`src/rtl/layer_stream_driver_pkg.sv`:
```
// Shared types and default sizes for the layer stream driver.
// Imported by the driver top and its bench.
package layer_stream_driver_pkg;

   typedef enum logic [1:0] {
      S_IDLE = 2'd0,
      S_SEND = 2'd1,
      S_RECV = 2'd2,
      S_DONE = 2'd3
   } state_e;

   localparam int unsigned T_DEF = 16;
   localparam int unsigned N_DEF = 10;
   localparam int unsigned M_DEF = 8;

endpackage

```
`src/rtl/layer_stream_driver_stream_buf.sv`:
```
// Small buffer: one write port, one registered read port.
// Out-of-range writes are dropped; out-of-range reads return zero.
module stream_buf #(
   parameter int WIDTH = 16,
   parameter int DEPTH = 10,
   parameter int AW    = (DEPTH > 1) ? $clog2(DEPTH) : 1
) (
   input  logic             clk_i,
   input  logic             rst_ni,
   input  logic             we_i,
   input  logic [AW-1:0]    waddr_i,
   input  logic [WIDTH-1:0] wdata_i,
   input  logic [AW-1:0]    raddr_i,
   output logic [WIDTH-1:0] rdata_o
);

   logic [WIDTH-1:0] mem_q [DEPTH];
   logic [WIDTH-1:0] rdata_q;

   // Storage is deliberately not reset.
   always_ff @(posedge clk_i) begin
      if (we_i && (int'(waddr_i) < DEPTH)) begin
         mem_q[waddr_i] <= wdata_i;
      end
   end

   always_ff @(posedge clk_i or negedge rst_ni) begin
      if (!rst_ni) begin
         rdata_q <= '0;
      end else if (int'(raddr_i) < DEPTH) begin
         rdata_q <= mem_q[raddr_i];
      end else begin
         rdata_q <= '0;
      end
   end

   assign rdata_o = rdata_q;

endmodule

```
`src/rtl/layer_stream_driver.sv`:
```
// Streams a host-loaded vector into a layer and captures its results,
// with an idle timeout on the result side.
module layer_stream_driver
   import layer_stream_driver_pkg::*;
#(
   parameter int T       = T_DEF,
   parameter int N       = N_DEF,
   parameter int M       = M_DEF,
   parameter int TIMEOUT = 1023,
   parameter int XAW     = (N > 1) ? $clog2(N) : 1,
   parameter int YAW     = (M > 1) ? $clog2(M) : 1
) (
   input  logic                clk,
   input  logic                reset,
   input  logic                start,
   input  logic                x_wr_en,
   input  logic [XAW-1:0]      x_wr_addr,
   input  logic signed [T-1:0] x_wr_data,
   output logic                m_valid,
   input  logic                m_ready,
   output logic signed [T-1:0] data_out,
   input  logic                s_valid,
   output logic                s_ready,
   input  logic signed [T-1:0] data_in,
   input  logic [YAW-1:0]      y_rd_addr,
   output logic signed [T-1:0] y_rd_data,
   output logic                busy,
   output logic                done,
   output logic                timeout_err
);

   localparam int CW = $clog2(TIMEOUT + 1);
   localparam logic [XAW-1:0] X_LAST = XAW'(N - 1);
   localparam logic [YAW-1:0] Y_LAST = YAW'(M - 1);
   localparam logic [CW-1:0]  TO_V   = CW'(TIMEOUT);

   state_e         state_q, state_d;
   logic [XAW-1:0] idx_q, idx_d;
   logic [YAW-1:0] ridx_q, ridx_d;
   logic [CW-1:0]  cnt_q, cnt_d, cnt_inc;
   logic           terr_q, terr_d;
   logic           x_xfer, y_acc;
   logic [T-1:0]   x_rdata, y_rdata;

   assign x_xfer  = m_valid && m_ready;
   assign y_acc   = s_valid && s_ready;
   assign cnt_inc = cnt_q + 1'b1;

   always_comb begin
      state_d = state_q;
      idx_d   = idx_q;
      ridx_d  = ridx_q;
      cnt_d   = cnt_q;
      terr_d  = terr_q;
      unique case (state_q)
         S_IDLE: begin
            if (start) begin
               state_d = S_SEND;
               idx_d   = '0;
               ridx_d  = '0;
               cnt_d   = '0;
               terr_d  = 1'b0;
            end
         end
         S_SEND: begin
            if (x_xfer) begin
               if (idx_q == X_LAST) begin
                  idx_d   = '0;
                  state_d = S_RECV;
               end else begin
                  idx_d = idx_q + 1'b1;
               end
            end
         end
         S_RECV: begin
            if (y_acc) begin
               cnt_d = '0;
               if (ridx_q == Y_LAST) begin
                  ridx_d  = '0;
                  state_d = S_DONE;
               end else begin
                  ridx_d = ridx_q + 1'b1;
               end
            end else begin
               cnt_d = cnt_inc;
               if (cnt_inc == TO_V) begin
                  terr_d  = 1'b1;
                  state_d = S_DONE;
               end
            end
         end
         S_DONE: begin
            state_d = S_IDLE;
         end
         default: begin
            state_d = S_IDLE;
         end
      endcase
   end

   always_ff @(posedge clk or negedge reset) begin
      if (!reset) begin
         state_q <= S_IDLE;
         idx_q   <= '0;
         ridx_q  <= '0;
         cnt_q   <= '0;
         terr_q  <= 1'b0;
      end else begin
         state_q <= state_d;
         idx_q   <= idx_d;
         ridx_q  <= ridx_d;
         cnt_q   <= cnt_d;
         terr_q  <= terr_d;
      end
   end

   // Read at idx_d so xbuf[idx] is already on data_out in the first SEND cycle.
   stream_buf #(
      .WIDTH (T),
      .DEPTH (N),
      .AW    (XAW)
   ) u_xbuf (
      .clk_i   (clk),
      .rst_ni  (reset),
      .we_i    (x_wr_en && (state_q == S_IDLE)),
      .waddr_i (x_wr_addr),
      .wdata_i (x_wr_data),
      .raddr_i (idx_d),
      .rdata_o (x_rdata)
   );

   stream_buf #(
      .WIDTH (T),
      .DEPTH (M),
      .AW    (YAW)
   ) u_ybuf (
      .clk_i   (clk),
      .rst_ni  (reset),
      .we_i    (y_acc),
      .waddr_i (ridx_q),
      .wdata_i (data_in),
      .raddr_i (y_rd_addr),
      .rdata_o (y_rdata)
   );

   assign data_out    = x_rdata;
   assign y_rd_data   = y_rdata;
   assign m_valid     = (state_q == S_SEND);
   assign s_ready     = (state_q == S_RECV);
   assign done        = (state_q == S_DONE);
   assign busy        = (state_q != S_IDLE);
   assign timeout_err = terr_q;

endmodule
```
`config.mk`:
```
export PLATFORM = sky130hd
export DESIGN_NAME = layer_stream_driver
export DESIGN_NICKNAME = d
export VERILOG_FILES = /design/src/rtl/layer_stream_driver_pkg.sv /design/src/rtl/layer_stream_driver_stream_buf.sv /design/src/rtl/layer_stream_driver.sv
export SDC_FILE = /design/constraint.sdc
export NUM_CORES = 1
export LEC_CHECK = 0
export CAP_MARGIN = 5
export CELL_PAD_IN_SITES_DETAIL_PLACEMENT = 1
export CELL_PAD_IN_SITES_GLOBAL_PLACEMENT = 1
export CORE_ASPECT_RATIO = 1.2
export CORE_UTILIZATION = 50
export DETAILED_ROUTE_END_ITERATION = 16
export GPL_TIMING_DRIVEN = 0
export HOLD_SLACK_MARGIN = 0.12
export PLACE_DENSITY = 0.81
export SYNTH_ARGS = -nofsm -noshare
export SYNTH_HDL_FRONTEND = slang
export SYNTH_HIERARCHICAL = 1
export SYNTH_SLANG_ARGS = --single-unit
```
`constraint.sdc`:
```
create_clock -name clk -period 3.1 [get_ports clk]
set_input_delay 0.31 -clock clk [delete_from_list [all_inputs] [get_ports clk]]
set_output_delay 0.31 -clock clk [all_outputs]
set_load 0.005 [all_outputs]
```
; Word-level counts from Yosys, hierarchy flattened
; Memories as Yosys holds them, arrays and structs flattened. A register that Yosys moved wholly into a read port is not among the register bits.
; Cells that the tools add are included.
[totals]
regBits = 36
mem_bits_rw = 288
elab_cells = 66
mem_count = 2
[mem_list]
columns = name, words, width, read_ports, rd_ports_with_merged_regs, wr, line_no
row1 = u_xbuf.mem_q, 10, 16, 1, 0, 1, layer_stream_driver_stream_buf.sv:17  ; logic [WIDTH-1:0] mem_q [DEPTH];
row2 = u_ybuf.mem_q, 8, 16, 1, 1, 1, layer_stream_driver_stream_buf.sv:17
[op_classes]
addsub = 3
order_cmp = 2
n_eq_ne = 14
mux = 27
n_reduce_logical = 12
[ops]
columns = operator, n
row1 = $mux W10, 2
row2 = $pmux W10 S2, 1
row3 = $mux W16, 1
row4 = $mux W2, 6
row5 = $mux W4, 3
row6 = $add A10 B1 Y10 const B, 1
row7 = $eq A10 B10 Y1 const B, 1
row8 = $mux W3, 3
row9 = $lt A4 B4 Y1 const B, 2
row10 = $ne A2 B1 Y1 const B, 4
row11 = $pmux W2 S4, 1
row12 = $pmux W4 S2, 1
row13 = $mux W1, 7
row14 = $pmux W3 S2, 1
row15 = $reduce_and A5 Y1, 1
row16 = $add A4 B1 Y4 const B, 1
row17 = $eq A2 B2 Y1 const B, 2
row18 = $eq A4 B4 Y1 const B, 1
row19 = $logic_and A1 B1 Y1, 4
row20 = $ne A2 B2 Y1 const B, 2
row21 = $reduce_and A4 Y1, 1
row22 = $reduce_bool A2 Y1, 2
row23 = $add A3 B1 Y3 const B, 1
row24 = $eq A3 B3 Y1 const B, 1
row25 = 8 further kinds, 8

; Depth between registers and ports, before layout
[logic_depth]
depth_word = 6
ltp_mapped = 12

; Modules after synthesis
; The synthesis kept the hierarchy.
[by_module_without_submodules]
columns = module, n_inst, cells_per_inst, area_each_um2, seq_area_each_um2
row1 = stream_buf at u_xbuf, 1, 360, 6845.3, 5205.0
row2 = stream_buf at u_ybuf, 1, 214, 5373.9, 4244.1
row3 = layer_stream_driver, 1, 139, 1222.4, 500.5

; Least setup slack after synthesis
; OpenSTA, ideal clock, no wires.
[synth_path]
path_kind = flip-flop to flip-flop
start = reg state_q[0]
end = mem u_xbuf.mem_q[0][0] (enable)
setup_ns = 0.409
t_arrival_ns = 2.487
t_required_ns = 2.691
path_slack_ns = 0.203
stages_incl_launch_ff = 6
synth_period_minus_slack_ns = 2.897
path_cell_list = dfrtp_1 -> inv_1 -> ha_1 -> and2_1 -> or3b_2 -> nor3_1
[synth_between]
elab_chain_cells = 5
[synth_rtl]
columns = element, line_no
row1 = "start, declared", layer_stream_driver.sv:37  ; state_e state_q, state_d;
row2 = "start signal, assigned", layer_stream_driver.sv:109  ; state_q <= state_d;
row3 = $logic_not A2 Y1, layer_stream_driver.sv:125  ; .we_i (x_wr_en && (state_q == S_IDLE)),
row4 = $logic_and A1 B1 Y1, layer_stream_driver.sv:125
row5 = $logic_and A1 B1 Y1, layer_stream_driver_stream_buf.sv:22  ; if (we_i && (int'(waddr_i) < DEPTH)) begin
row6 = $mux W1, layer_stream_driver_stream_buf.sv:22
row7 = $mux W1 (not written as such), layer_stream_driver_stream_buf.sv:23  ; mem_q[waddr_i] <= wdata_i;
row8 = "end, declared", layer_stream_driver_stream_buf.sv:17
; No other way between the ends.

; Final worst setup path
[layout_path]
start = reg state_q[0]
end = reg u_xbuf.rdata_q[12] (netlist: u_xbuf/rdata_o[12])
[layout_between]
elab_chain_cells = 6
[layout_rtl]
columns = element, line_no
row1 = $eq A2 B1 Y1, "layer_stream_driver.sv:55, layer_stream_driver.sv:148"
row2 = $logic_and A1 B1 Y1, layer_stream_driver.sv:45  ; assign x_xfer = m_valid && m_ready;
row3 = $mux W4, layer_stream_driver.sv:66  ; if (x_xfer) begin
row4 = $pmux W4 S2 *, layer_stream_driver.sv:55  ; unique case (state_q)
row5 = net idx_d[2], layer_stream_driver.sv:38  ; logic [XAW-1:0] idx_q, idx_d;
row6 = $mem_v2 Z10 W16 / $lt A4 B4 Y1 (equally long branches), --
row7 = $mux W16 *, layer_stream_driver_stream_buf.sv:30  ; end else if (int'(raddr_i) < DEPTH) begin
row8 = "end signal, assigned", layer_stream_driver_stream_buf.sv:31  ; rdata_q <= mem_q[raddr_i];
row9 = "end, declared", layer_stream_driver_stream_buf.sv:18  ; logic [WIDTH-1:0] rdata_q;
; Mark *: on every way through the listed nets, which the timed path passes. The rest lies on a longest branch.
; A chain may end at the register's enable or synchronous reset.

==> impl_summary.md <==
Run status
The flow ran to the end, and the final reports show no timing, DRC or antenna violations.

Global route
Entering global routing, the biggest net connects 53 pins. The initial antenna violation count was 0. After global routing the overflow that remains totals 0.

The wire length of the first global-routing pass is 49400 µm. The via count of the first global-routing pass is 8037. The total global routing track utilization is 25.0%.

Logic synthesis
Counting flops with a built-in enable in the synthesized netlist gives 288. Counting every net in the synthesized netlist gives 766. The post-synthesis instance total is 713. The post-synthesis register bit count is 340. The dominant synthesized flop cell is edfxtp_1. Of the post-synthesis cell area, the dominant cell type holds 64.3%.

The average footprint of a synthesized cell is 18.9 µm². The sequential fraction of the synthesis area is 74.0%. Synthesis instantiated 48 different standard cells from the library. The synthesized netlist occupies a cell area of 13400 µm².

For this run, asynchronously set or reset flops after synthesis account for 15.3%. During synthesis, Yosys emitted a total of 6 warnings. The cell accounting for the most synthesized area is edfxtp_1. After synthesis, the cell types taking the most area are edfxtp_1, dfrtp_1, mux4_1.

STA
The final critical path takes up 93.4% of the cycle. The final hold violation count was 0. The maximum clock skew at final layout is 27.9 ps.

The number of setup violations in the final report is 0. The time the worst path needs with I/O delays and setup is 2900 ps. After layout, the worst setup slack is 204 ps.

Derived from the worst setup path, the maximum achievable clock frequency is 345 MHz. The headroom to the max-slew limit is 28.3%. Setup repair after global routing left no endpoint under its margin. The final-report max-slew violation count came to 0. At the pin with the least slew margin, the transition time is 1070 ps.

Power
Dividing total power by cell area gives a power density of 753 nW/µm². The design draws 0.0121 W. Summed over all cells, the static leakage comes to 5.52 nW. IR analysis of the VDD net gives a maximum drop of 523 µV.

Drt
The number of search-and-repair iterations in the first detailed-routing pass is 4. The number of DRC violations after detailed routing is 0. The count of routing violations after the opening detailed-route iteration is 499. The average wire per standard cell is 27.4 µm. Dividing the detail-routed via count by the number of cells gives 5.90. The total via count after detailed routing is 7134. The total wirelength of the detailed-routed design is 33100 µm. The count of nets left with antenna violations once routing finished came out at 0.

Clock tree
The total CTS buffers is 35. TritonCTS built the clock tree. The clock latency on the worst-skew pair is 520 ps.

The H-tree depth is 2. Clock-pin slew was measured on the worst setup and hold paths at 60 ps. The clock root buffer master is clkbuf_16. Clock tree synthesis found a total of 340 sinks. The number of buffers between clock root and the deepest sink is 3.

After clock tree synthesis, the setup repair step added 0 buffers.

Run
The number of maximum-capacitance violations is 0.

Cells and area
The post-route netlist has 22.9% of its cells at a drive strength greater than 1. The net total in the final layout is 902. The finished layout holds 1210 standard cells, fillers aside. The number of antenna diodes in the final layout is 0.

Compared with the post-synthesis result, the final layout area differs by 19.8%. Registers take 9950 µm². Summing all multi-input logic gate instances after layout gives 3270 µm². The total of fill cells in the finished design is 2295.

Floorplanning
The die extent in y is 182 µm. Row generation in the floorplan step produced 65 rows. The floorplan core area is 26400 µm². The floorplan step defined a die boundary enclosing 27500 µm². During I/O placement, the number of pins put on the boundary was 82.

The die is 152 µm wide. The initial core utilization is 51.0%.

Setup path
The flop-to-flop setup slack is 200 ps. In this run the critical register-to-register path is launched from state_q[0]$_DFFE_PN0P_. For the worst flop-to-flop path, the logic depth is 11. The category of the critical setup timing path is reg -> reg. The endpoint identified for the worst register-to-register timing path is u_xbuf/rdata_o[12]$_DFF_PN0_. The worst setup path endpoint is u_xbuf/rdata_o[12]$_DFF_PN0_.

Tracing the worst setup path back leads to its startpoint at state_q[0]$_DFFE_PN0P_. The critical path data required time is 3450 ps. The kind of start point of the critical path is a flop. Of all nets on the critical path, the largest fanout is 10. The arrival time at the worst endpoint is 3250 ps. The endpoint class of the critical path is a flop.

Placed design
The last weighted congestion value of the routability-driven placer is 0.775. The placed wire-length estimate is 21400 µm. The number of buffer cells added on primary ports is 78.

After detailed placement, the design holds a cell count of 1146. Prior to clock tree synthesis, the placed netlist has a worst setup slack of -135 ps.

Hold path
The worst min-delay path class is in -> reg.
through the flow:
stage          hold WS [ps]  TNS (ps)  instance area (µm²)  util (%)
6_report                264         0                16100      61.1
5_1_grt                 276         0                16100      61.1
4_1_cts                 242         0                16100      61.1
3_5_place_dp            458     -1050                15000      56.9
3_3_place_gp            464    -99000                14600      55.6
2_1_floorplan          14.4         0                13400         -
worst max-delay path, stage by stage (launching register included):
cell      delay (ps)
dfrtp_1          420
inv_1            110
ha_1             260
nand2b_1          70
buf_2            180
nand2_1          110
nor2_1            70
nor3_2           430
nand2_1          410
buf_2            350
o22ai_1          250
o31ai_2           80
cell families (layout without fill, tap and decap cells):
family / after synthesis / count (layout) / share of synthesized area (%)
mux: 129 / 129 / 14.3
xor+xnor: 1 / 1 / 0.0652
buf+inv: 43 / 205 / 2.18
fa+ha+maj: 8 / 8 / 0.745
compound gates: 89 / 89 / 4.91
simple gates: 103 / 103 / 3.81
flops: 340 / 340 / 74.0
flip-flops by register name (all words and copies together), names as in the netlist:
name and cells:
u_xbuf/mem_q 160, cnt_q 10, ridx_q 3, idx_q 4, state_q 2, u_ybuf/mem_q 128
u_ybuf/rdata_o 16, timeout_err 1, u_xbuf/rdata_o 16
cell type report:
| class | instances | share of cell area (%) |
|---|---|---|
| Buffer | 34 | 1.61 |
| Clock buffer | 51 | 6.19 |
| Clock inverter | 12 | 0.637 |
| Inverter | 9 | 0.210 |
| Multi-Input combinational cell | 330 | 20.3 |
| Sequential cell | 340 | 61.8 |
| Tap cell | 335 | 2.60 |
| Timing Repair Buffer | 99 | 6.70 |
cells in the mapped netlist, drive strengths merged (2+ instances only):
library cell  number
a21boi             2
a21oi              5
a22o               3
a31oi              3
and2               2
and3               4
buf               30
clkbuf             4
dfrtp             52
edfxtp           288
ha                 8
inv                9
mux2              97
mux4              32
nand2             32
nand2b             8
nand3              9
nand3b             4
nand4              2
nor2              23
nor2b              4
nor3               9
nor3b              2
o21ai             20
o22ai             32
o31ai             18
o41ai              2
layout by cell type (no fill, tap or decap), drive strengths merged, types with 10 or more instances in the layout:
| master | synthesis | final |
|---|---|---|
| clkbuf | 4 | 55 |
| o22ai | 32 | 32 |
| dfrtp | 52 | 52 |
| mux4 | 32 | 32 |
| buf | 30 | 51 |
| mux2 | 97 | 97 |
| nand2 | 32 | 32 |
| edfxtp | 288 | 288 |
| nor2 | 23 | 23 |
| clkdlybuf4s50 | 0 | 77 |
| inv | 9 | 10 |
| o21ai | 20 | 20 |
| o31ai | 18 | 18 |
repair_timing:
action	4_1_cts	5_1_grt
endpoints found under the hold margin	52	0
endpoints found under the setup margin	0	14
resized for setup	0	2
hold buffers	1	0
where the power goes:
group | switching (W) | total [W] | internal, W
Combinational | 0.00140 | 0.00270 | 0.00130
Clock | 0.00169 | 0.00402 | 0.00233
Sequential | 0.000152 | 0.00541 | 0.00525
per-layer routing:
metal,up-vias,share of wire [%],global-route usage [%]
met4,0,2.8,7.88
met5,-,0,0
met3,67,4.8,3.87
met1,3730,37,29.4
met2,216,55,46.2
li1,3121,-,-
how the worst min path moves through the flow:
stage	startpoint	end	slack, ps	cells past startpoint
2_1_floorplan	reset	cnt_q[0]$_DFFE_PN0P_	10	0
3_3_place_gp	cnt_q[9]$_DFFE_PN0P_	cnt_q[9]$_DFFE_PN0P_	460	1
3_5_place_dp	reset	u_xbuf/rdata_o[2]$_DFF_PN0_	460	1
4_1_cts	y_rd_addr[1]	u_ybuf/rdata_o[2]$_DFF_PN0_	240	2
5_1_grt	y_rd_addr[1]	u_ybuf/rdata_o[4]$_DFF_PN0_	280	2
6_report	y_rd_addr[1]	u_ybuf/rdata_o[4]$_DFF_PN0_	260	2
Note: power is estimated with default switching activity, not from simulation.
